$ cat src/rtl/cpu_pkg.sv
// Shared CPU types and constants: FSM state encoding, datapath widths, memory timeout limit.
package cpu_pkg;
  localparam int unsigned XLEN               = 64;
  localparam int unsigned REGADDR_W          = 5;
  localparam int unsigned FLAGS_W            = 4;
  localparam int unsigned MEM_TIMEOUT_CYCLES = 255;

  typedef enum logic [1:0] {
    IDLE = 2'd0,
    REQ  = 2'd1,
    WB   = 2'd2
  } mau_state_e;
endpackage

$ cat src/rtl/memory_access_unit.sv
// Memory stage: holds one bundle, issues its data-memory access, emits a one-cycle writeback pulse.
// Optional MEM_ACCESS_TIMEOUT_EN aborts a stalled access after MEM_TIMEOUT_CYCLES ack-less cycles.
module memory_access_unit
  import cpu_pkg::*;
(
  input  logic                 clk,
  input  logic                 rst,
  input  logic                 in_valid,
  output logic                 in_ready,
  input  logic [XLEN-1:0]      alu_result,
  input  logic [XLEN-1:0]      operand_b,
  input  logic                 regwrite,
  input  logic                 memwrite,
  input  logic                 memtoreg,
  input  logic                 branch,
  input  logic                 setflags,
  input  logic [REGADDR_W-1:0] write_addr,
  input  logic [FLAGS_W-1:0]   flags,
  output logic                 dmem_req,
  output logic                 dmem_we,
  output logic [XLEN-1:0]      dmem_addr,
  output logic [XLEN-1:0]      dmem_wdata,
  input  logic                 dmem_ack,
  input  logic [XLEN-1:0]      dmem_rdata,
  output logic                 wb_valid,
  output logic [XLEN-1:0]      wb_data,
  output logic [REGADDR_W-1:0] wb_addr,
  output logic                 wb_regwrite,
  output logic                 wb_branch,
  output logic [FLAGS_W-1:0]   flags_q,
  output logic                 mem_error
);

  mau_state_e             state_q, state_d;
  logic [XLEN-1:0]        alu_q, alu_d, opb_q, opb_d, wb_data_q, wb_data_d;
  logic                   regwrite_q, regwrite_d, memwrite_q, memwrite_d;
  logic                   memtoreg_q, memtoreg_d, branch_q, branch_d;
  logic                   setflags_q, setflags_d;
  logic [REGADDR_W-1:0]   waddr_q, waddr_d;
  logic [FLAGS_W-1:0]     flags_in_q, flags_in_d, flags_d;
  logic                   err_q, err_d;
  logic                   accept;
`ifdef MEM_ACCESS_TIMEOUT_EN
  logic [7:0]             cnt_q, cnt_d;
`endif

  assign accept = in_valid & in_ready;

  always_comb begin
    state_d    = state_q;
    alu_d      = alu_q;
    opb_d      = opb_q;
    wb_data_d  = wb_data_q;
    regwrite_d = regwrite_q;
    memwrite_d = memwrite_q;
    memtoreg_d = memtoreg_q;
    branch_d   = branch_q;
    setflags_d = setflags_q;
    waddr_d    = waddr_q;
    flags_in_d = flags_in_q;
    flags_d    = flags_q;
    err_d      = err_q;
`ifdef MEM_ACCESS_TIMEOUT_EN
    cnt_d      = cnt_q;
`endif
    // Flags commit uses the bundle leaving WB, even if a new one is accepted on the same edge.
    if (state_q == WB && setflags_q && !err_q) flags_d = flags_in_q;

    case (state_q)
      IDLE, WB: begin
        if (accept) begin
          alu_d      = alu_result;
          opb_d      = operand_b;
          wb_data_d  = alu_result;
          regwrite_d = regwrite;
          memwrite_d = memwrite;
          memtoreg_d = memtoreg;
          branch_d   = branch;
          setflags_d = setflags;
          waddr_d    = write_addr;
          flags_in_d = flags;
          err_d      = 1'b0;
`ifdef MEM_ACCESS_TIMEOUT_EN
          cnt_d      = 8'd0;
`endif
          state_d    = (memwrite | memtoreg) ? REQ : WB;
        end else if (state_q == WB) begin
          state_d = IDLE;
        end
      end
      REQ: begin
        if (dmem_ack) begin
          state_d = WB;
          // A store with memtoreg also set keeps the ALU result.
          if (memtoreg_q && !memwrite_q) wb_data_d = dmem_rdata;
        end
`ifdef MEM_ACCESS_TIMEOUT_EN
        else if (cnt_q == 8'(MEM_TIMEOUT_CYCLES - 1)) begin
          state_d = WB;
          err_d   = 1'b1;
        end else begin
          cnt_d = cnt_q + 8'd1;
        end
`endif
      end
      default: state_d = IDLE;
    endcase
  end

  always_ff @(posedge clk or negedge rst) begin
    if (!rst) begin
      state_q    <= IDLE;
      alu_q      <= '0;
      opb_q      <= '0;
      wb_data_q  <= '0;
      regwrite_q <= 1'b0;
      memwrite_q <= 1'b0;
      memtoreg_q <= 1'b0;
      branch_q   <= 1'b0;
      setflags_q <= 1'b0;
      waddr_q    <= '0;
      flags_in_q <= '0;
      flags_q    <= '0;
      err_q      <= 1'b0;
`ifdef MEM_ACCESS_TIMEOUT_EN
      cnt_q      <= 8'd0;
`endif
    end else begin
      state_q    <= state_d;
      alu_q      <= alu_d;
      opb_q      <= opb_d;
      wb_data_q  <= wb_data_d;
      regwrite_q <= regwrite_d;
      memwrite_q <= memwrite_d;
      memtoreg_q <= memtoreg_d;
      branch_q   <= branch_d;
      setflags_q <= setflags_d;
      waddr_q    <= waddr_d;
      flags_in_q <= flags_in_d;
      flags_q    <= flags_d;
      err_q      <= err_d;
`ifdef MEM_ACCESS_TIMEOUT_EN
      cnt_q      <= cnt_d;
`endif
    end
  end

  assign in_ready    = (state_q != REQ);
  assign dmem_req    = (state_q == REQ);
  assign dmem_we     = dmem_req & memwrite_q;
  assign dmem_addr   = alu_q;
  assign dmem_wdata  = opb_q;
  assign wb_valid    = (state_q == WB);
  assign wb_data     = wb_data_q;
  assign wb_addr     = waddr_q;
  assign wb_branch   = branch_q;
  assign wb_regwrite = regwrite_q & ~err_q;
`ifdef MEM_ACCESS_TIMEOUT_EN
  assign mem_error   = (state_q == WB) & err_q;
`else
  assign mem_error   = 1'b0 & err_q;
`endif

endmodule

$ cat config.mk
export PLATFORM = sky130hd
export DESIGN_NAME = memory_access_unit
export DESIGN_NICKNAME = d
export VERILOG_FILES = /design/src/rtl/cpu_pkg.sv /design/src/rtl/memory_access_unit.sv
export SDC_FILE = /design/constraint.sdc
export NUM_CORES = 1
export LEC_CHECK = 0
export ABC_AREA = 1
export CAP_MARGIN = 10
export CORE_MARGIN = 4
export CORE_UTILIZATION = 38
export DETAILED_ROUTE_END_ITERATION = 7
export HOLD_SLACK_MARGIN = 0.08
export PLACE_DENSITY = 0.74
export SETUP_SLACK_MARGIN = 0.02
export SYNTH_ARGS = -nofsm -noshare
export SYNTH_HDL_FRONTEND = slang
export SYNTH_SLANG_ARGS = --single-unit
$ cat constraint.sdc
create_clock -name clk -period 2.23 [get_ports clk]
set_input_delay 0.5575 -clock clk [delete_from_list [all_inputs] [get_ports clk]]
set_output_delay 0.5575 -clock clk [all_outputs]
set_load 0.02 [all_outputs]
**Word level (Yosys, flattened, before mapping)**

Cells that the tools add are included.

- Bits in registers: 212
- Input bits: 210
- Output and inout port bits: 208
- Word-level logic and storage cells: 40

- Equality and inequality tests: 7
- Muxes and demuxes: 9
- Bitwise operators: 3
- Reductions and logical operators: 9

Operators by type and width:

| operator | count |
|---|---|
| 64-bit two-way mux | 3 |
| 64-bit case mux with 2 select lines | 1 |
| 2-bit two-way mux | 4 |
| 2-bit by 1-bit inequality test with 1-bit output (second input constant) | 3 |
| 2-bit case mux with 2 select lines | 1 |
| 2-bit AND reduction | 2 |
| 4-bit AND reduction | 1 |
| 3-bit inequality test (second input constant) | 1 |
| 1-bit bitwise AND | 2 |
| 2-bit by 1-bit equality test with 1-bit output (second input constant) | 1 |
| 2-bit equality test (second input constant) | 1 |
| 1-bit logical AND | 2 |
| 2-bit zero test | 1 |
| 2-bit inequality test (second input constant) | 1 |
| 2-bit nonzero test | 1 |
| 2-bit OR reduction | 1 |
| 1-bit zero test | 1 |
| 1-bit bitwise OR | 1 |

**Longest topological paths before layout**

Gate-level depths: netlist of the first run.

- Depth in word-level cells: 5
- Gate-level depth with buffers: 7
- Mapped depth without buffers: 6

**Worst setup path after synthesis of the first run**

OpenSTA, ideal clock, no wires.

- Path kind: flip-flop to output port
- Start: register state_q[1]
- End: output dmem_we
- Arrival: 1.158 ns
- Slack: 0.514 ns
- Stages on the path, launching flop included: 5
- Path buffers: 1
- Path through: dfrtp_1 -> inv_2 -> nand2_2 -> clkbuf_1 -> nor2_1

- Cells in the longest elaborated chain, start to end: 2

Ends and longest elaborated chain:

| element | RTL line | source |
|---|---|---|
| start: declaration | memory_access_unit.sv:34 | `mau_state_e state_q, state_d;` |
| start signal: assignment | memory_access_unit.sv:129 | `state_q <= state_d;` |
| 2-bit by 1-bit equality test with 1-bit output | memory_access_unit.sv:149 | `assign dmem_req = (state_q == REQ);` |
| 1-bit bitwise AND | memory_access_unit.sv:150 | `assign dmem_we = dmem_req & memwrite_q;` |
| end: declaration | memory_access_unit.sv:20 | `output logic dmem_we,` |

Every way passes these cells.

**Worst setup path after layout of the first run**

- Start: register opb_q[27] (netlist: dmem_wdata[27])
- End: output dmem_wdata[27]

RTL lines:

| element | RTL line | source |
|---|---|---|
| start: declaration | memory_access_unit.sv:35 | `logic [XLEN-1:0] alu_q, alu_d, opb_q, opb_d, wb_data_q, wb_data_d;` |
| start signal: assignment | memory_access_unit.sv:131 | `opb_q <= opb_d;` |
| end: declaration | memory_access_unit.sv:22 | `output logic [XLEN-1:0] dmem_wdata,` |

No word-level cell between the ends.

==> out/metrics.sh, run 1 <==
TRITONCTS.NUM_BUFFERS=25
CRITICAL_PATH_CLASS='reg -> out'
CP_TOP_FAMILY='buffers and inverters'
COMBINED_AREA_OF_THE_MULTI_INPUT_LOGIC_CELLS_UM2=3150
CLKSINKCOUNT=212
FLOORPLAN.ROWS=55
FINALCLOCKSKEW_NS=0.0131
SYNTH_AREA_LEADER_CELL='dfrtp_1'
INTERNAL-POWER_mW=9.68
GRT_UTIL_ALL_LAYERS=0.229
YS_TOP_CELLS_BY_AREA='dfrtp_1 60%, nand2_1 28%, nand3_1 3.9%'
TYPE_OF_THE_MOST_CRITICAL_HOLD_PATH='reg -> reg'
SW_FRAC_OF_TOTAL=0.345
TIMING_HOLD_VIOLATIONS_FINAL=0
PLACED_CELL_AREA_UM2=13400
PWR_DENSITY_CELL_nW_PER_UM2=1030
TOTAL_POWER_CONSUMPTION_mW=14.8
POST_SYNTH_INSTANCE_AREA_UM2=8890
COUNT_OF_FINAL_SETUP_VIOLATORS=0
WORST_SKEW_PAIR.LATE_LATENCY_NS=0.52
OUTCOME='finished clean'
ROUTE.DETAILED.DRC=0
CLK_PIN_SLEW_NS=0.06
CTS_MAX_PATH_BUFFERS=3
SYNTH_WARNINGS=0
GLOBAL_ROUTE_WIRE_LENGTH_BEFORE_REPAIR_UM=47700
CRIT_PATH_CELL_TRACE='clkdlybuf4s50_1'
RESIDUAL_ANTENNA_VIOLATING_NET_COUNT_AFTER_DETAILED_ROUTING=0
MAX_CAPACITANCE_VIOLATION_COUNT=0
NETLIST_INSTANCES=1095
ROUTE.DETAILED.WL_PER_INST_UM=16.8
CLOCK_TREE.HTREE_LEVEL_COUNT=1
FLOORPLAN.DIE_AREA_UM2=25900
CTS_TREE='yes'
SYN_AREA_PER_CELL_UM2=8.12
SEQUENTIAL_CELL_AREA_UM2=5310
SEQPWRFRAC=0.359
YOSYS_REGISTER_BITS=212
SETUP.WORST_PATH.START_CLASS='register'
DIEWIDTH_UM=161
NETS=1706
CRITPATHMAXSTAGEDELAY_NS=0.64
GRT_OVERFLOW_TOTAL=0
POSTSYNTHNETCOUNT=1305
VIAS=8530
DP_HPWL_UM=21800
STDCELL_AREA_UM2=14300
NET_SWITCHING_POWER_mW=5.09
COMBINATIONALPOWERSHARE=0.364
DETAILED_ROUTE_WL_UM=30700
TIMING.CRITICAL_PATH.TO_TYPE='output port'
ENDPOINT_REQUIRED_TIME_ON_THE_CRITICAL_PATH_NS=1.67
GRT_MAX_DEGREE=100
PERIOD_NEEDED_NS=2.11
AREA_GROWTH_PCT=60.8
YS_TYPES=17
TOP_LEVEL_PORTS=418
CRIT_SLOWEST_CELL='clkdlybuf4s50_1'
ROUTE.DETAILED.VIAS_PER_INST=4.67
SYNTH_SEQ_AREA_SHARE=0.597
CRIT_PATH_BUFFERS_INVERTERS=1
WORST-ENDPOINT-ARRIVAL_NS=1.55
CTS.ROOT.BUFFER_CELL='clkbuf_16'
FLOORPLAN.DIE.HEIGHT_UM=161
REPORT.FINAL.SLEW_VIOL_COUNT=0
NUM-FILL-CELLS=1978
PORTBUFS=416
GRT_PASS1_VIAS=8638
FIN_SETUP_TNS_NS=0
GLOBALPLACE.CONGESTION=0.808
DETAIL_ROUTE.FIRST_PASS.ITERATIONS=5
LAYOUT_WORST_PATH_CYCLE_SHARE=0.947
START_UTIL=0.389
MAX_FREQ_MHz=473
FINAL_CORE_UTILIZATION=0.626
POWER_LEAKAGE_nW=7.07
REG2REG_SLACK_NS=0.55
POST-SYNTH-TOP-AREA-FRACTION=0.597
CP_MAX_FO=2
POST_CTS_BUFFERS=0
DRTITER0DRC=540
UNREPAIRED_SETUP_ENDPOINTS_AFTER_GLOBAL_ROUTING='no'
FP.COREAREA_UM2=22800
VDD_IR_DROP_MAX_V=0.000659
FINAL_LAYOUT_SIZE_SUFFIX_GT1_FRAC=0.0495
GRT_ANTENNA_BEFORE_REPAIR=1
POWER_FRAC_CLOCK=0.277
[per-stage QoR]
step | setup slack [ns] | hold slack (ns) | std cells
2_1_floorplan | 0.514 | 0.262 | 1095
3_3_place_gp | 0.269 | 0.452 | 1781
3_5_place_dp | 0.222 | 0.458 | 1781
4_1_cts | 0.0612 | 0.472 | 1827
5_1_grt | 0.0423 | 0.482 | 1828
6_report | 0.118 | 0.466 | 1828
[cells in the mapped netlist]
master    count
nand2_1     653
dfrtp_1     212
nand3_1      69
o21ai_0      53
buf_2        38
inv_1        30
clkbuf_1     16
buf_4        10
nor2_1        4
inv_2         3
buf_1         1
conb_1        1
nand2_2       1
nand3_4       1
nor2_4        1
o21bai_1      1
o22ai_1       1
[cells by family after synthesis]
| family | share of synthesized area |
|---|---|
| other cells | 0.000422 |
| compound gates | 0.0314 |
| flops | 0.597 |
| simple gates | 0.320 |
| buf+inv | 0.0510 |
[timing repair]
item                                   CTS  global route
gates resized for setup                  4             1
setup endpoints to repair                4             2
endpoints found under the hold margin   47             0
hold buffers                             1             0
[state kept, by name, indices dropped and copies added, names as in the netlist, 2 cells and up]
signal,cells
dmem_addr,64
dmem_wdata,64
flags_in_q,4
flags_q,4
state_q,2
wb_addr,5
wb_data,64
[cell type report]
cell class | instances | share of cell area
Timing Repair Buffer | 439 | 0.313
Tap cell | 313 | 0.0274
Inverter | 33 | 0.00902
Antenna cell | 1 | 0.000175
Clock buffer | 36 | 0.0530
Multi-Input combinational cell | 785 | 0.220
Clock inverter | 9 | 0.00578
Sequential cell | 212 | 0.371
[power groups by stage]
stage / Combinational (mW) / Clock, mW / Sequential, mW
after floorplan: 1.35 / 0 / 6.44
after global placement: 5.37 / 0 / 5.33
after detailed placement: 5.43 / 0 / 5.35
after CTS: 5.45 / 4.21 / 5.30
after global routing: 5.77 / 4.38 / 5.42
final: 5.37 / 4.10 / 5.30
[path summary, 6_finish.rpt]
check,startpoint,endpoint,depth (start not counted)
worst min register to register,dmem_addr[8],dmem_addr[8],2
min in group asynchronous,rst,dmem_addr[11],2
max in group asynchronous,rst,wb_data[32],3
worst min-delay path,dmem_addr[8],dmem_addr[8],2
worst max register to register,state_q[0],wb_data[15],7
worst max-delay path,dmem_wdata[27],dmem_wdata[27],1
[layer usage]
| layer | global-route usage | routed length [um] | vias up |
|---|---|---|---|
| met1 | 0.270 | 11900 | 3985 |
| li1 | - | - | 4160 |
| met3 | 0.0819 | 2930 | 52 |
| met4 | 0.0648 | 847 | 0 |
| met2 | 0.398 | 15000 | 333 |
| met5 | 0 | 0 | - |
[layout by cell type (no fill, tap or decap), drive strengths merged, types with 5 or more instances in the layout]
cell type	n
buf	23
clkbuf	36
clkdlybuf4s50	411
clkinv	5
dfrtp	212
inv	34
nand2	654
nand3	70
nor2	5
o21ai	53
Power figures use the tool's default switching activity.
==> run 2: changes to the inputs <==
- CELL_PAD_IN_SITES_DETAIL_PLACEMENT: default -> 2
- CELL_PAD_IN_SITES_GLOBAL_PLACEMENT: default -> 2
- CORE_UTILIZATION: 38 -> 22
- PLACE_DENSITY: 0.74 -> 0.79
- SETUP_SLACK_MARGIN: 0.02 -> 0.5
- clock period: 2.23 -> 2.3 ns (I/O delays scaled with it)
==> run 2 against run 1 <==
  * Clock skew up 0.0032 ns
  * Flip-flop and latch count unchanged
  * Cell count up 13%
  * Clock power down 1%
  * Core utilization down 28 points
  * Non-clock buffer count up 21
  * Cell area down 2.8%
  * First-iteration DRC count down 39%
  * Via count up 6.1%
  * Critical path type unchanged
==> out/metrics.sh, run 2 (synthesized netlist as in run 1, its figures left out) <==
TYPE_OF_THE_MOST_CRITICAL_HOLD_PATH='reg -> reg'  # unchanged
CTS.ROOT.BUFFER_CELL='clkbuf_16'  # unchanged
COUNT_OF_FINAL_SETUP_VIOLATORS=0  # unchanged
FLOORPLAN.ROWS=73  # was 55
STDCELL_AREA_UM2=13900  # was 14,300 um2
POWER_LEAKAGE_nW=7.34  # was 7.07 nW
FLOORPLAN.DIE_AREA_UM2=43700  # was 25,900 um2
LAYOUT_COMMON_CELLS='653 x nand2_1, 211 x dfrtp_1, 208 x clkdlybuf4s50_1, 187 x buf_2, 69 x nand3_1'  # was 653 x nand2_1, 411 x clkdlybuf4s50_1, 211 x dfrtp_1, 69 x nand3_1, 53 x o21ai_0
RESIDUAL_ANTENNA_VIOLATING_NET_COUNT_AFTER_DETAILED_ROUTING=0  # unchanged
DP_WORST_SETUP_SLACK_NS=0.180  # was 0.222 ns
CRITICAL_PATH_CLASS='reg -> out'  # unchanged
GLOBALPLACE.CONGESTION=0.782  # was 0.808
CLK_PIN_SLEW_NS=0.06  # about the same
CP_MAX_FO=5  # was 2
PERIOD_NEEDED_NS=1.93
OUTCOME='finished clean'  # unchanged
CLOCK_TREE.HTREE_LEVEL_COUNT=1  # unchanged
PLACED_CELL_AREA_UM2=13800  # was 13,400 um2
FIN_SETUP_TNS_NS=0  # unchanged
FP.COREAREA_UM2=39800  # was 22,800 um2
REG2REG_FROM='state_q[0]'  # unchanged
GRT_ANTENNA_BEFORE_REPAIR=2  # was 1
TRITONCTS.NUM_BUFFERS=26  # was 25
WORST_SKEW_PAIR.LATE_LATENCY_NS=0.55  # was 0.52 ns
TIGHTEST_SLEW_NS=0.652
POST-ROUTE-WORST-SETUP-SLACK_NS=0.368  # was 0.118 ns
AREA_GROWTH_PCT=56.4  # was 60.8%
PWR_DENSITY_CELL_nW_PER_UM2=1000  # was 1030 nW/um2
TIMING.SLEW.HEADROOM=0.565
UNREPAIRED_SETUP_ENDPOINTS_AFTER_GLOBAL_ROUTING='yes'  # was no
FINALCLOCKSKEW_NS=0.0163  # was 0.0131 ns
CP-STARTPOINT='state_q[1]'  # was dmem_wdata[27]
DETAIL_ROUTE.FIRST_PASS.ITERATIONS=4  # was 5
MAX_FREQ_MHz=518
GRT_OVERFLOW_TOTAL=0  # unchanged
DPL.CELL_COUNT=2004  # was 1,781
REG2REG_SLACK_NS=0.61  # was 0.55 ns
CRITICAL_PATH_CAPTURE_POINT='dmem_we'  # was dmem_wdata[27]
TIMING.CRITICAL_PATH.TO_TYPE='output port'  # unchanged
DP_HPWL_UM=28500  # was 21,800 um
FINAL_CORE_UTILIZATION=0.349  # was 0.626
GRT_MAX_DEGREE=73  # was 100
ROUTE.DETAILED.DRC=0  # unchanged
FLOORPLAN.DIE.HEIGHT_UM=209  # was 161 um
CRIT_SLOWEST_CELL='dfrtp_1'  # was clkdlybuf4s50_1
MAX_CAPACITANCE_VIOLATION_COUNT=0  # unchanged
DRTITER0DRC=328  # was 540
GRT_PASS1_VIAS=10400  # was 8,638
REPORT.FINAL.SLEW_VIOL_COUNT=0  # unchanged
NETS=1728  # was 1,706
PORTBUFS=416  # unchanged
DIEWIDTH_UM=209  # was 161 um
GLOBAL_ROUTE_WIRE_LENGTH_BEFORE_REPAIR_UM=62800  # was 47,700 um
SETUP.WORST_PATH.START_CLASS='register'  # unchanged
VIAS=9052  # was 8,530
VDD_IR_DROP_MAX_V=0.000459  # was 0.000659 V
FINAL_CELL_COUNT_NO_FILL=2065  # was 1,828
ENDPOINT_REQUIRED_TIME_ON_THE_CRITICAL_PATH_NS=1.73  # was 1.67 ns
START_UTIL=0.223  # was 0.389
CRIT_PATH_CELL_TRACE='inv_2 > nand2_4 > nor2_4 > buf_6'  # was clkdlybuf4s50_1
ROUTE.DETAILED.VIAS_PER_INST=4.38  # was 4.67
TIMING_HOLD_VIOLATIONS_FINAL=0  # unchanged
LAYOUT_WORST_PATH_CYCLE_SHARE=0.840
WORST-ENDPOINT-ARRIVAL_NS=1.36  # was 1.55 ns
CRITPATHMAXSTAGEDELAY_NS=0.40  # was 0.64 ns
MOSTFREQUENTLAYOUTCELL='nand2_1'  # unchanged
CLKSINKCOUNT=212  # unchanged
CTS_TREE='yes'  # unchanged
DETAILED_ROUTE_WL_UM=40300  # was 30,700 um
ROUTE.DETAILED.WL_PER_INST_UM=19.5  # was 16.8 um
TOP_LEVEL_PORTS=418  # unchanged
FINAL_LAYOUT_SIZE_SUFFIX_GT1_FRAC=0.197  # was 0.0495
R2R_CELLS=8  # was 7
GRT_UTIL_ALL_LAYERS=0.180  # was 0.229
REGTOREGENDPOINT='wb_data[42]'  # was wb_data[15]
CTS_MAX_PATH_BUFFERS=3  # unchanged
-- run 2: changes by cell type in the layout (fill, tap and decap cells not counted), moves of 2 or more --
| cell | delta |
|---|---|
| nor2_1 | -2 |
| buf_6 | +7 |
| dlygate4sd2_1 | -4 |
| clkbuf_1 | +5 |
| buf_2 | +187 |
| clkdlybuf4s15_2 | +16 |
| nor2_4 | +2 |
| buf_4 | +16 |
| clkinv_2 | +2 |
| buf_16 | +2 |
| clkbuf_16 | +2 |
| clkinvlp_4 | -2 |
| clkdlybuf4s50_1 | -203 |
-- run 2: report_power, final --
group / total, mW / switching (mW) / internal [mW]
clock: 4.05 / 1.66 / 2.40
sequential: 5.15 / 0.514 / 4.63
combinational: 4.74 / 3.08 / 1.67
-- run 2: per-layer routing --
layer	global-route usage	part of all wire	vias up
met4	0.0423	0.026	0
met2	0.327	0.51	240
met3	0.0489	0.060	51
met1	0.210	0.40	4561
met5	0	0	-
li1	-	-	4200
-- run 2: what timing repair did --
action,in CTS,in global routing
endpoints found under the setup margin,250,76
hold endpoints to repair,62,0
resized for setup,792,79
gates cloned,2,0
setup buffers,7,1
pin swaps,3,2
hold buffers,1,0
-- run 2: area by class of cell --
type	count	area [um2]
antenna	2	5.00
clock buffer	42	812
clock inverter	6	30.0
fill	4567	25900
inverter	33	129
multi-input combinational	785	3170
sequential	212	5310
tap	525	657
timing repair buffer	460	3790
-- run 2: worst max-delay path, delay by kind of cell (launching register included) --
kind	cells	cell delay, ns
buffers and inverters	2	0.22
flip-flops	1	0.40
AND/OR/NAND/NOR	2	0.19
-- run 2: worst min path at each step --
stage / startpoint / endpoint / cells past startpoint
after global routing: dmem_wdata[6] / dmem_wdata[6] / 2
after global placement: dmem_wdata[14] / dmem_wdata[14] / 2
after floorplan: rst / dmem_addr[0] / 0
final: dmem_wdata[57] / dmem_wdata[57] / 2
after detailed placement: dmem_wdata[39] / dmem_wdata[39] / 2
after CTS: dmem_addr[17] / dmem_addr[17] / 2
-- run 2: through the flow --
step                      hold slack [ns]  power (mW)
after floorplan                     0.279        7.55
after global placement              0.453        10.5
after detailed placement            0.462        10.7
after CTS                           0.476        14.4
after global routing                0.496        14.8
final                               0.468        13.9
